==> src/rtl/mult_share_pkg.sv <==
// Shared definitions for the multiplier-sharing arbiter: default sizing,
// tag width helper and the response tag layout at default sizing.
package mult_share_pkg;

  function automatic int id_w(input int n);
    return (n > 1) ? $clog2(n) : 1;
  endfunction

  localparam int NREQ_DEF    = 4;
  localparam int A_W_DEF     = 3;
  localparam int B_W_DEF     = 3;
  localparam int MUL_LAT_DEF = 2;
  localparam int ID_W_DEF    = id_w(NREQ_DEF);
  localparam int P_W_DEF     = A_W_DEF + B_W_DEF;

  // Response tag as it leaves the shared multiplier at default sizing.
  typedef struct packed {
    logic [ID_W_DEF-1:0] id;
    logic [P_W_DEF-1:0]  data;
  } rsp_def_t;

  localparam rsp_def_t RSP_IDLE = '0;

endpackage

==> src/rtl/mult_share_arbiter_mult_pipe.sv <==
// Stall-able in-order multiplier pipe: operands captured in stage 0, product
// formed in the following stage (or at capture when only one stage exists).
module mult_pipe #(
  parameter  int A_W  = 3,
  parameter  int B_W  = 3,
  parameter  int ID_W = 2,
  parameter  int LAT  = 2,
  localparam int P_W  = A_W + B_W
) (
  input  logic            clk,
  input  logic            rst_n,
  input  logic            i_advance,
  input  logic            i_valid,
  input  logic [A_W-1:0]  i_a,
  input  logic [B_W-1:0]  i_b,
  input  logic [ID_W-1:0] i_id,
  output logic            o_valid,
  output logic [P_W-1:0]  o_prod,
  output logic [ID_W-1:0] o_id,
  output logic [LAT-1:0]  o_stage_valid
);

  logic [LAT-1:0]  r_valid;
  logic [ID_W-1:0] r_id [LAT];

  // NOTE: state updates use non-blocking assignments so every stage samples
  // the pre-edge value of its predecessor; blocking here would collapse the pipe.
  always_ff @(posedge clk or negedge rst_n) begin
    if (!rst_n) begin
      r_valid <= '0;
      for (int k = 0; k < LAT; k++) r_id[k] <= '0;
    end else if (i_advance) begin
      r_valid[0] <= i_valid;
      r_id[0]    <= i_id;
      for (int k = 1; k < LAT; k++) begin
        r_valid[k] <= r_valid[k-1];
        r_id[k]    <= r_id[k-1];
      end
    end
  end

  if (LAT == 1) begin : g_direct
    logic [P_W-1:0] r_prod;

    always_ff @(posedge clk or negedge rst_n) begin
      if (!rst_n) begin
        r_prod <= '0;
      end else if (i_advance) begin
        r_prod <= P_W'(i_a) * P_W'(i_b);
      end
    end

    assign o_prod = r_prod;
  end else begin : g_staged
    logic [A_W-1:0] r_a;
    logic [B_W-1:0] r_b;
    logic [P_W-1:0] r_prod [1:LAT-1];

    // NOTE: the product registers are pipeline flops, not a RAM, and the
    // response data must read zero out of reset, so every entry is reset.
    always_ff @(posedge clk or negedge rst_n) begin
      if (!rst_n) begin
        r_a <= '0;
        r_b <= '0;
        for (int k = 1; k < LAT; k++) r_prod[k] <= '0;
      end else if (i_advance) begin
        r_a       <= i_a;
        r_b       <= i_b;
        r_prod[1] <= P_W'(r_a) * P_W'(r_b);
        for (int k = 2; k < LAT; k++) r_prod[k] <= r_prod[k-1];
      end
    end

    assign o_prod = r_prod[LAT-1];
  end

  assign o_valid       = r_valid[LAT-1];
  assign o_id          = r_id[LAT-1];
  assign o_stage_valid = r_valid;

endmodule

==> src/rtl/mult_share_arbiter.sv <==
// Round-robin front end sharing one pipelined unsigned multiplier among NREQ
// requesters; products return in acceptance order tagged with the requester.
module mult_share_arbiter
  import mult_share_pkg::*;
#(
  parameter  int NREQ    = NREQ_DEF,
  parameter  int A_W     = A_W_DEF,
  parameter  int B_W     = B_W_DEF,
  parameter  int MUL_LAT = MUL_LAT_DEF,
  localparam int ID_W    = id_w(NREQ),
  localparam int P_W     = A_W + B_W
) (
  input  logic              clk,
  input  logic              rst_n,
  input  logic              i_enable,
  input  logic [NREQ-1:0]   i_req_valid,
  input  logic [NREQ*A_W-1:0] i_req_a,
  input  logic [NREQ*B_W-1:0] i_req_b,
  output logic [NREQ-1:0]   o_req_ready,
  output logic              o_rsp_valid,
  input  logic              i_rsp_ready,
  output logic [P_W-1:0]    o_rsp_data,
  output logic [ID_W-1:0]   o_rsp_id,
  output logic              o_busy
);

  logic [ID_W-1:0]    r_ptr;
  logic               w_stall;
  logic               w_advance;
  logic               w_found;
  logic [ID_W-1:0]    w_win;
  logic [ID_W-1:0]    w_idx;
  logic               w_accept;
  logic [A_W-1:0]     w_a_arr [NREQ];
  logic [B_W-1:0]     w_b_arr [NREQ];
  logic [MUL_LAT-1:0] w_stage_valid;

  assign w_stall   = o_rsp_valid & ~i_rsp_ready;
  assign w_advance = ~w_stall;

  // NOTE: every always_comb output gets a default before the search loop so
  // no path leaves a value unassigned and no latch is inferred.
  always_comb begin
    w_found = 1'b0;
    w_win   = '0;
    w_idx   = '0;
    for (int off = 0; off < NREQ; off++) begin
      w_idx = ID_W'((int'(r_ptr) + off) % NREQ);
      if (!w_found && i_req_valid[w_idx]) begin
        w_found = 1'b1;
        w_win   = w_idx;
      end
    end
  end

  always_comb begin
    for (int i = 0; i < NREQ; i++) begin
      w_a_arr[i] = i_req_a[i*A_W +: A_W];
      w_b_arr[i] = i_req_b[i*B_W +: B_W];
    end
  end

  // Grants are held off while reset is asserted so nothing is accepted into
  // a pipe that is being cleared.
  assign o_req_ready = (w_found && i_enable && w_advance && rst_n)
                       ? (NREQ'(1) << w_win) : '0;
  assign w_accept    = |o_req_ready;

  always_ff @(posedge clk or negedge rst_n) begin
    if (!rst_n) begin
      r_ptr <= '0;
    end else if (w_accept) begin
      r_ptr <= (int'(w_win) == NREQ - 1) ? '0 : w_win + 1'b1;
    end
  end

  mult_pipe #(
    .A_W  (A_W),
    .B_W  (B_W),
    .ID_W (ID_W),
    .LAT  (MUL_LAT)
  ) u_pipe (
    .clk           (clk),
    .rst_n         (rst_n),
    .i_advance     (w_advance),
    .i_valid       (w_accept),
    .i_a           (w_a_arr[w_win]),
    .i_b           (w_b_arr[w_win]),
    .i_id          (w_win),
    .o_valid       (o_rsp_valid),
    .o_prod        (o_rsp_data),
    .o_id          (o_rsp_id),
    .o_stage_valid (w_stage_valid)
  );

  assign o_busy = |w_stage_valid;

endmodule

==> config.mk <==
export PLATFORM = sky130hd
export DESIGN_NAME = mult_share_arbiter
export DESIGN_NICKNAME = d
export VERILOG_FILES = /design/src/rtl/mult_share_pkg.sv /design/src/rtl/mult_share_arbiter_mult_pipe.sv /design/src/rtl/mult_share_arbiter.sv
export SDC_FILE = /design/constraint.sdc
export NUM_CORES = 1
export LEC_CHECK = 0
export CORE_ASPECT_RATIO = 0.75
export CORE_UTILIZATION = 25
export CTS_BUF_LIST = sky130_fd_sc_hd__clkbuf_8
export CTS_CLUSTER_DIAMETER = 60
export CTS_CLUSTER_SIZE = 8
export DETAILED_ROUTE_END_ITERATION = 8
export GPL_TIMING_DRIVEN = 0
export PLACE_DENSITY_LB_ADDON = 0.05
export SLEW_MARGIN = 20
export SYNTH_ARGS = -nofsm -noshare
export SYNTH_HDL_FRONTEND = slang
export SYNTH_HIERARCHICAL = 1
export SYNTH_SLANG_ARGS = --single-unit
export TNS_END_PERCENT = 20
==> constraint.sdc <==
create_clock -name clk -period 3.4 [get_ports clk]
set_input_delay 0.68 -clock clk [delete_from_list [all_inputs] [get_ports clk]]
set_output_delay 0.68 -clock clk [all_outputs]
set_load 0.005 [all_outputs]
==> summary.txt, run 1 <==
Floorplanning
  – Rows: 23
  – Die width: 88.1 um
  – Die Area: 5860 sq um
  – Initial core utilization: around a quarter
  – Die Y: between 60 and 70 um
  – Core box area: 5350 sq um
  – Top-Level Pins: 46

STA
  – Max-slew headroom at the worst pin: 64.5%
  – Worst Tran Pin Value: approximately 0.53 ns
  – Hold Violations, Final: 0
  – Clock skew: ~0.0036 ns
  – Period utilization: between 90% and 100%
  – Final Critical Period: 3.31 ns
  – Hold_ws: roughly 0.49 ns
  – Fmax: 303 MHz
  – Final slew viol count: 0
  – RSZ-0062 raised after global routing: no
  – Setup violators final: 0

Yosys
  – Post-Syn Nets: 158
  – Post-synth cell types: 27
  – Synth Instances: ~120
  – Syn. warnings: 6
  – Cell Area, Synth: 1390 sq um
  – Yosys reg bits: 20
  – Post-Syn Area per Cell: 11.8 sq um
  – Register area share after synthesis: 36.0%

Layout
  – Share of cells above drive strength 1: about 22%
  – Nets: approximately 210
  – Fill cells: about 550
  – Layout area overhead: 46.0%
  – Non-filler cells in the finished layout: 241
  – Antenna Cells: 0

Clocking
  – CTS tree: yes
  – CTS H-tree depth: 1
  – Clock tree buffer depth: 2
  – CTS root buf: clkbuf_8
  – Number of CTS-inserted buffers: 3
  – Clock sink count: 20
  – Clk slew on worst S/H paths: about 0.070 ns
  – Later-pin clock latency in the skew report: ~0.26 ns

Drt
  – DR WL/cell: about 12 um
  – Iteration count of the initial detailed-routing pass: 4
  – Via count: 960
  – DRC errors left: 0
  – Initial DRC Count: 20
  – Final wirelength: roughly 2800 um
  – Post-route ant nets: 0
  – Vias per cell: roughly 4.0

GRT
  – Initial antenna violation count: 0
  – Global-route wire length before repair: roughly 4600 um
  – Largest net degree at the start of global routing: 22
  – Met1 GRT Util: approximately 15%
  – Vias in the first global route: slightly below 1000
  – GRT Total Usage: a little over a tenth
  – Most Used Layer, Global Route: met2
  – Met3 usage: 2.11%
  – Global routing usage on met2: between 10% and 20%
  – Total global routing overflow: 0

Pwr
  – Worst vdd ir: roughly 0.14 mV
  – Int Power: 0.972 mW
  – Power share of the sequential group: 30.5%
  – Pwr/cell area: around 700 nW/um^2
  – Power share of the clock group: between 10% and 20%
  – Logic gate share of total power: about three fifths
  – Overall power: approximately 1.4 mW
  – Switching part of the total power: 33.0%
  – Leak: 0.988 nW
  – Switching pwr: about 0.48 mW

Critical path
  – WP data arrival: 2.63 ns
  – Crit end category: primary output
  – WS Path Type: in2out
  – Max Fanout on Critical Path: 16
  – CP startpoint kind: input port
  – Worst endpoint required time: 2.72 ns

Placed design
  – Post-DP HPWL: around 2200 um
  – Placed Instances: 238
  – Final GP Congestion: ~0.74
  – Port Buf Inserts: 45

Run status
  – Status: complete, no violations

Min path
  – HP Class: in2async

Flow run
  – Number of max-cap violations: 0
==> power groups by stage <==
| stage | clock [mW] | combinational, mW | sequential, mW |
|---|---|---|---|
| 2_1_floorplan | 0 | 0.586 | 0.421 |
| 3_3_place_gp | 0 | 0.829 | 0.442 |
| 3_5_place_dp | 0 | 0.830 | 0.444 |
| 4_1_cts | 0.162 | 0.835 | 0.442 |
| 5_1_grt | 0.174 | 0.956 | 0.457 |
| 6_report | 0.155 | 0.852 | 0.442 |
==> per-stage QoR <==
stage	setup slack [ns]	TNS [ns]	instance area, sq um	utilization, %
2_1_floorplan	0.795	0	1390	-
3_3_place_gp	-0.442	-1.56	1930	36.1
3_5_place_dp	-0.394	-1.39	1930	36.1
4_1_cts	-0.0793	-0.0793	1980	37.1
5_1_grt	0.00854	0	2030	37.9
6_report	0.0945	0	2030	37.9
==> layer usage <==
metal / wire (um) / vias to the layer above
met2: 1110 / 36
li1: - / 503
met1: 1530 / 419
met4: 22 / 0
met5: 0 / -
met3: 166 / 2
==> cell type report <==
| cell class | instances | area (sq um) | share of cell area [%] |
|---|---|---|---|
| plain buffers | 6 | 65.1 | 3.21 |
| clock buffers | 3 | 41.3 | 2.04 |
| inverters | 10 | 40.0 | 1.97 |
| multi-input cells | 81 | 825 | 40.7 |
| flip-flops and latches | 20 | 500 | 24.7 |
| well taps | 75 | 93.8 | 4.63 |
| repair buffers | 46 | 463 | 22.8 |
==> logic make-up (layout without fill, tap and decap cells) <==
family,after synthesis,after routing,synth area share (%)
buf+inv,17,65,7.12
flops,20,20,36.0
fa+ha+maj,8,8,8.29
compound gates,12,12,6.13
xor+xnor,1,1,0.631
simple gates,24,24,10.1
mux,36,36,31.7
==> critical path, cell delays in order <==
cell	delay, ns
clkdlybuf4s50_1	0.50
nand2b_4	0.14
a21oi_1	0.06
a211o_1	0.27
buf_12	0.17
inv_2	0.07
ha_4	0.13
and2_1	0.12
clkdlybuf4s50_1	0.49
==> what timing repair did <==
item | 4_1_cts | 5_1_grt
setup buffers | 0 | 1
hold buffers | 0 | 0
cloned | 0 | 0
gates resized for setup | 6 | 9
pin swaps | 0 | 2
endpoints found under the setup margin | 4 | 3
==> path summary, 6_finish.rpt <==
check | from | endpoint | cells past startpoint | slack [ns]
hold / removal | rst_n | u_pipe/g_staged.r_b[2] | 1 | 0.49
setup / recovery | i_req_valid[1] | o_req_ready[3] | 9 | 0.09
max in group asynchronous | rst_n | u_pipe/g_staged.r_b[0] | 1 | 2.56
setup reg to reg | u_pipe/g_staged.r_a[0] | u_pipe/o_prod[4] | 7 | 1.16
min in group clk | u_pipe/o_prod[5] | u_pipe/o_prod[5] | 2 | 0.50
hold reg to reg | u_pipe/o_prod[5] | u_pipe/o_prod[5] | 2 | 0.50
==> registers in the layout (all words and copies together) (netlist names) <==
| name | count |
|---|---|
| r_ptr | 2 |
| u_pipe/g_staged.r_a | 3 |
| u_pipe/g_staged.r_b | 3 |
| u_pipe/o_id | 2 |
| u_pipe/o_prod | 6 |
| u_pipe/o_stage_valid | 2 |
| u_pipe/r_id | 2 |
==> synth_stat cells <==
cell,number,share of area [%]
a21o_1,1,0.54
or2_2,1,0.45
nand3_1,2,0.72
o32ai_2,1,1.2
xnor2_1,1,0.63
ha_1,6,5.4
inv_1,7,1.9
a211o_1,1,0.63
fa_1,2,2.9
and2_1,9,4.1
nor2b_4,1,0.99
nor2_1,4,1.1
buf_4,3,1.6
mux2_4,16,17
dfrtp_1,20,36
buf_6,3,2.4
nor2b_1,1,0.45
and3_1,1,0.45
a21oi_1,4,1.4
nand2_1,2,0.54
o31a_1,1,0.63
o21ai_0,3,1.1
nand2b_1,3,1.4
mux2i_1,20,14
buf_2,1,0.36
inv_2,3,0.81
o2bb2ai_1,1,0.63
==> cells in the final DEF, fill, tap and decap left out, drive strengths merged <==
| master | instances |
|---|---|
| clkdlybuf4s50 | 41 |
| mux2i | 20 |
| dfrtp | 20 |
| mux2 | 16 |
| inv | 10 |
| and2 | 9 |
| buf | 7 |
| ha | 6 |
| nor2 | 4 |
| a21oi | 4 |
| o21ai | 3 |
| clkbuf | 3 |
| nand2b | 3 |
| nand3 | 2 |
| nand2 | 2 |
| dlymetal6s2s | 2 |
| fa | 2 |
| nor2b | 2 |
| o32ai | 1 |
| a21o | 1 |
| a211o | 1 |
| and3 | 1 |
| o31a | 1 |
| or2 | 1 |
| o2bb2ai | 1 |
| dlygate4sd2 | 1 |
| clkdlybuf4s15 | 1 |
| xnor2 | 1 |
No activity file was read; power rests on OpenSTA's default activity.
==> run 2, diff against run 1 <==
CORE_MARGIN = 3   (was default)
GPL_TIMING_DRIVEN = default   (was 0)
==> summary.txt, run 2 (synthesized netlist as in run 1, its figures left out) <==
STA
  – Fmax: 305 MHz (+0.85%)
  – Final slew viol count: 0 (unchanged)
  – Worst Tran Pin Value: 0.345 ns (-0.188 ns)
  – Hold_ws: 0.501 ns (+0.0126 ns)
  – Final Critical Period: 3.28 ns (-0.0278 ns)
  – Max-slew headroom at the worst pin: 77.0% (+13 points)
  – Clock skew: 0.00364 ns (+0.00000641 ns)
  – RSZ-0062 raised after global routing: no
  – Hold Violations, Final: 0 (unchanged)
  – Post-route setup slack: 0.122 ns (+0.0278 ns)
  – Setup violators final: 0 (unchanged)
  – Fin Setup TNS: 0 ns (unchanged)
  – Period utilization: 96.4% (-0.82 points)

Clocking
  – Clk slew on worst S/H paths: 0.07 ns (about the same)
  – CTS tree: yes
  – Clock sink count: 20 (unchanged)
  – Later-pin clock latency in the skew report: 0.26 ns (about the same)
  – CTS root buf: clkbuf_8
  – Clock tree buffer depth: 2 (unchanged)
  – CTS H-tree depth: 1 (unchanged)
  – Number of CTS-inserted buffers: 3 (unchanged)
  – Post-CTS Setup Bufs: 0 (unchanged)
  – Post-cts sizing count: 0 (-6)
  – Hold_buf cts: 0 (unchanged)

Layout
  – Most common cell after layout, fill and taps aside: clkdlybuf4s50_1
  – Antenna Cells: 0 (unchanged)
  – Register area: 500 sq um (unchanged)
  – Share of cells above drive strength 1: 19.3% (-3.0 points)
  – Finished Cell Area: 1980 sq um (-2.2%)
  – Most frequent cells in the layout: clkdlybuf4s50_1, mux2i_1, dfrtp_1
  – Nets: 207 (-0.48%)
  – Max reg flops: 6 (unchanged)
  – Layout area overhead: 42.9%
  – Area occupied by multi-input gates: 790 sq um (-4.2%)
  – Fill cells: 514 (-5.7%)
  – Post-layout util: 38.8% (+0.87 points)
  – Non-filler cells in the finished layout: 238 (-1.2%)

Flow run
  – Number of max-cap violations: 0 (unchanged)

Floorplanning
  – Initial core utilization: 27.1% (+1.2 points)
  – Die Y: 70.6 um (+6.0%)
  – Die Area: 6500 sq um (+11%)
  – Top-Level Pins: 46 (unchanged)
  – Core box area: 5120 sq um (-4.3%)
  – Rows: 22 (-4.3%)
  – Die width: 92.1 um (+4.5%)

Critical path
  – Crit end category: primary output
  – WP data arrival: 2.60 ns (-0.03 ns)
  – CP cell instances: clkdlybuf4s50_1, nor2b_4, a21o_1, a211o_1, inv_1, ha_1, and2_1, clkdlybuf4s50_1
  – Most used cell, CP: clkdlybuf4s50_1
  – Worst endpoint required time: 2.72 ns (about the same)
  – Crit-path max cell delay: 0.50 ns (about the same)
  – WS Path Type: in2out
  – Slowest-stage cell, CP: clkdlybuf4s50_1
  – Max Fanout on Critical Path: 5 (-11)
  – Worst r2r path cells: 7 (unchanged)
  – CP startpoint kind: input port

GRT
  – Initial antenna violation count: 0 (unchanged)
  – Largest net degree at the start of global routing: 21 (-4.5%)
  – Total global routing overflow: 0 (unchanged)
  – Global-route wire length before repair: 5030 um (+8.7%)
  – Vias in the first global route: 1090 (+10%)
  – GRT Total Usage: 9.60% (-0.92 points)

Min path
  – HP Class: reg2reg
  – Hold Path Cell Cnt: 2

Pwr
  – Overall power: 1.49 mW (+2.8%)
  – Worst vdd ir: 0.247 mV (+74%)
  – Leak: 0.964 nW (-2.5%)
  – Pwr/cell area: 751 nW/um^2 (+5.1%)

Drt
  – DR WL/cell: 12.4 um (+5.4%)
  – Initial DRC Count: 13 (-35%)
  – Vias per cell: 4.23 (+6.2%)
  – Iteration count of the initial detailed-routing pass: 3 (-1)
  – Post-route ant nets: 0 (unchanged)
  – DRC errors left: 0 (unchanged)
  – Final wirelength: 2950 um (+4.1%)
  – Via count: 1007 (+4.9%)

Placed design
  – Placed Instances: 234 (-1.7%)
  – Port Buf Inserts: 45 (unchanged)
  – Final GP Congestion: 0.792 (+6.4%)
  – Post-DP HPWL: 2380 um (+6.4%)
  – Placement Cell Area: 1910 sq um (-1.0%)
  – Place WS: 0.0781 ns (+0.472 ns)

Run status
  – Status: complete, no violations
run 2: cell count changes in the layout (fill, tap and decap cells not counted), moves of 2 or more:
cell and change:
clkdlybuf4s50_1 +4, buf_6 -2, dlymetal6s2s_1 -2, buf_4 +2
run 2: per-layer routing:
| layer | global-route usage (%) | share of wire [%] | vias up |
|---|---|---|---|
| li1 | - | - | 501 |
| met1 | 10.9 | 44 | 480 |
| met2 | 18.3 | 52 | 26 |
| met3 | 2.76 | 4.4 | 0 |
| met4 | 1.48 | 0 | 0 |
| met5 | 0 | 0 | - |
run 2: layout make-up:
type | count | share of cell area, %
well taps | 72 | 4.54
multi-input cells | 81 | 39.8
clock inverters | 1 | 1.51
repair buffers | 51 | 25.0
inverters | 10 | 1.89
clock buffers | 3 | 2.08
flip-flops and latches | 20 | 25.2
run 2: worst paths after layout:
path | from | to | slack (ns)
max | i_req_valid[2] | o_req_ready[3] | 0.12
min | u_pipe/o_prod[5] | u_pipe/o_prod[5] | 0.50
max in group asynchronous | rst_n | u_pipe/g_staged.r_a[1] | 2.40
min reg2reg | u_pipe/o_prod[5] | u_pipe/o_prod[5] | 0.50
max reg2reg | u_pipe/g_staged.r_a[0] | u_pipe/o_prod[4] | 1.18
min in group asynchronous | rst_n | u_pipe/o_stage_valid[1] | 0.79
run 2: power breakdown:
part | switching [mW] | total [mW] | internal, mW
clock network | 0.0804 | 0.238 | 0.157
registers | 0.0869 | 0.438 | 0.352
logic | 0.302 | 0.814 | 0.512
run 2: worst max-delay path: cells and delay by family:
kind,cells,cell delay [ns]
compound gates,2,0.48
simple gates,2,0.27
fa+ha+maj,1,0.15
buf+inv,3,1.02
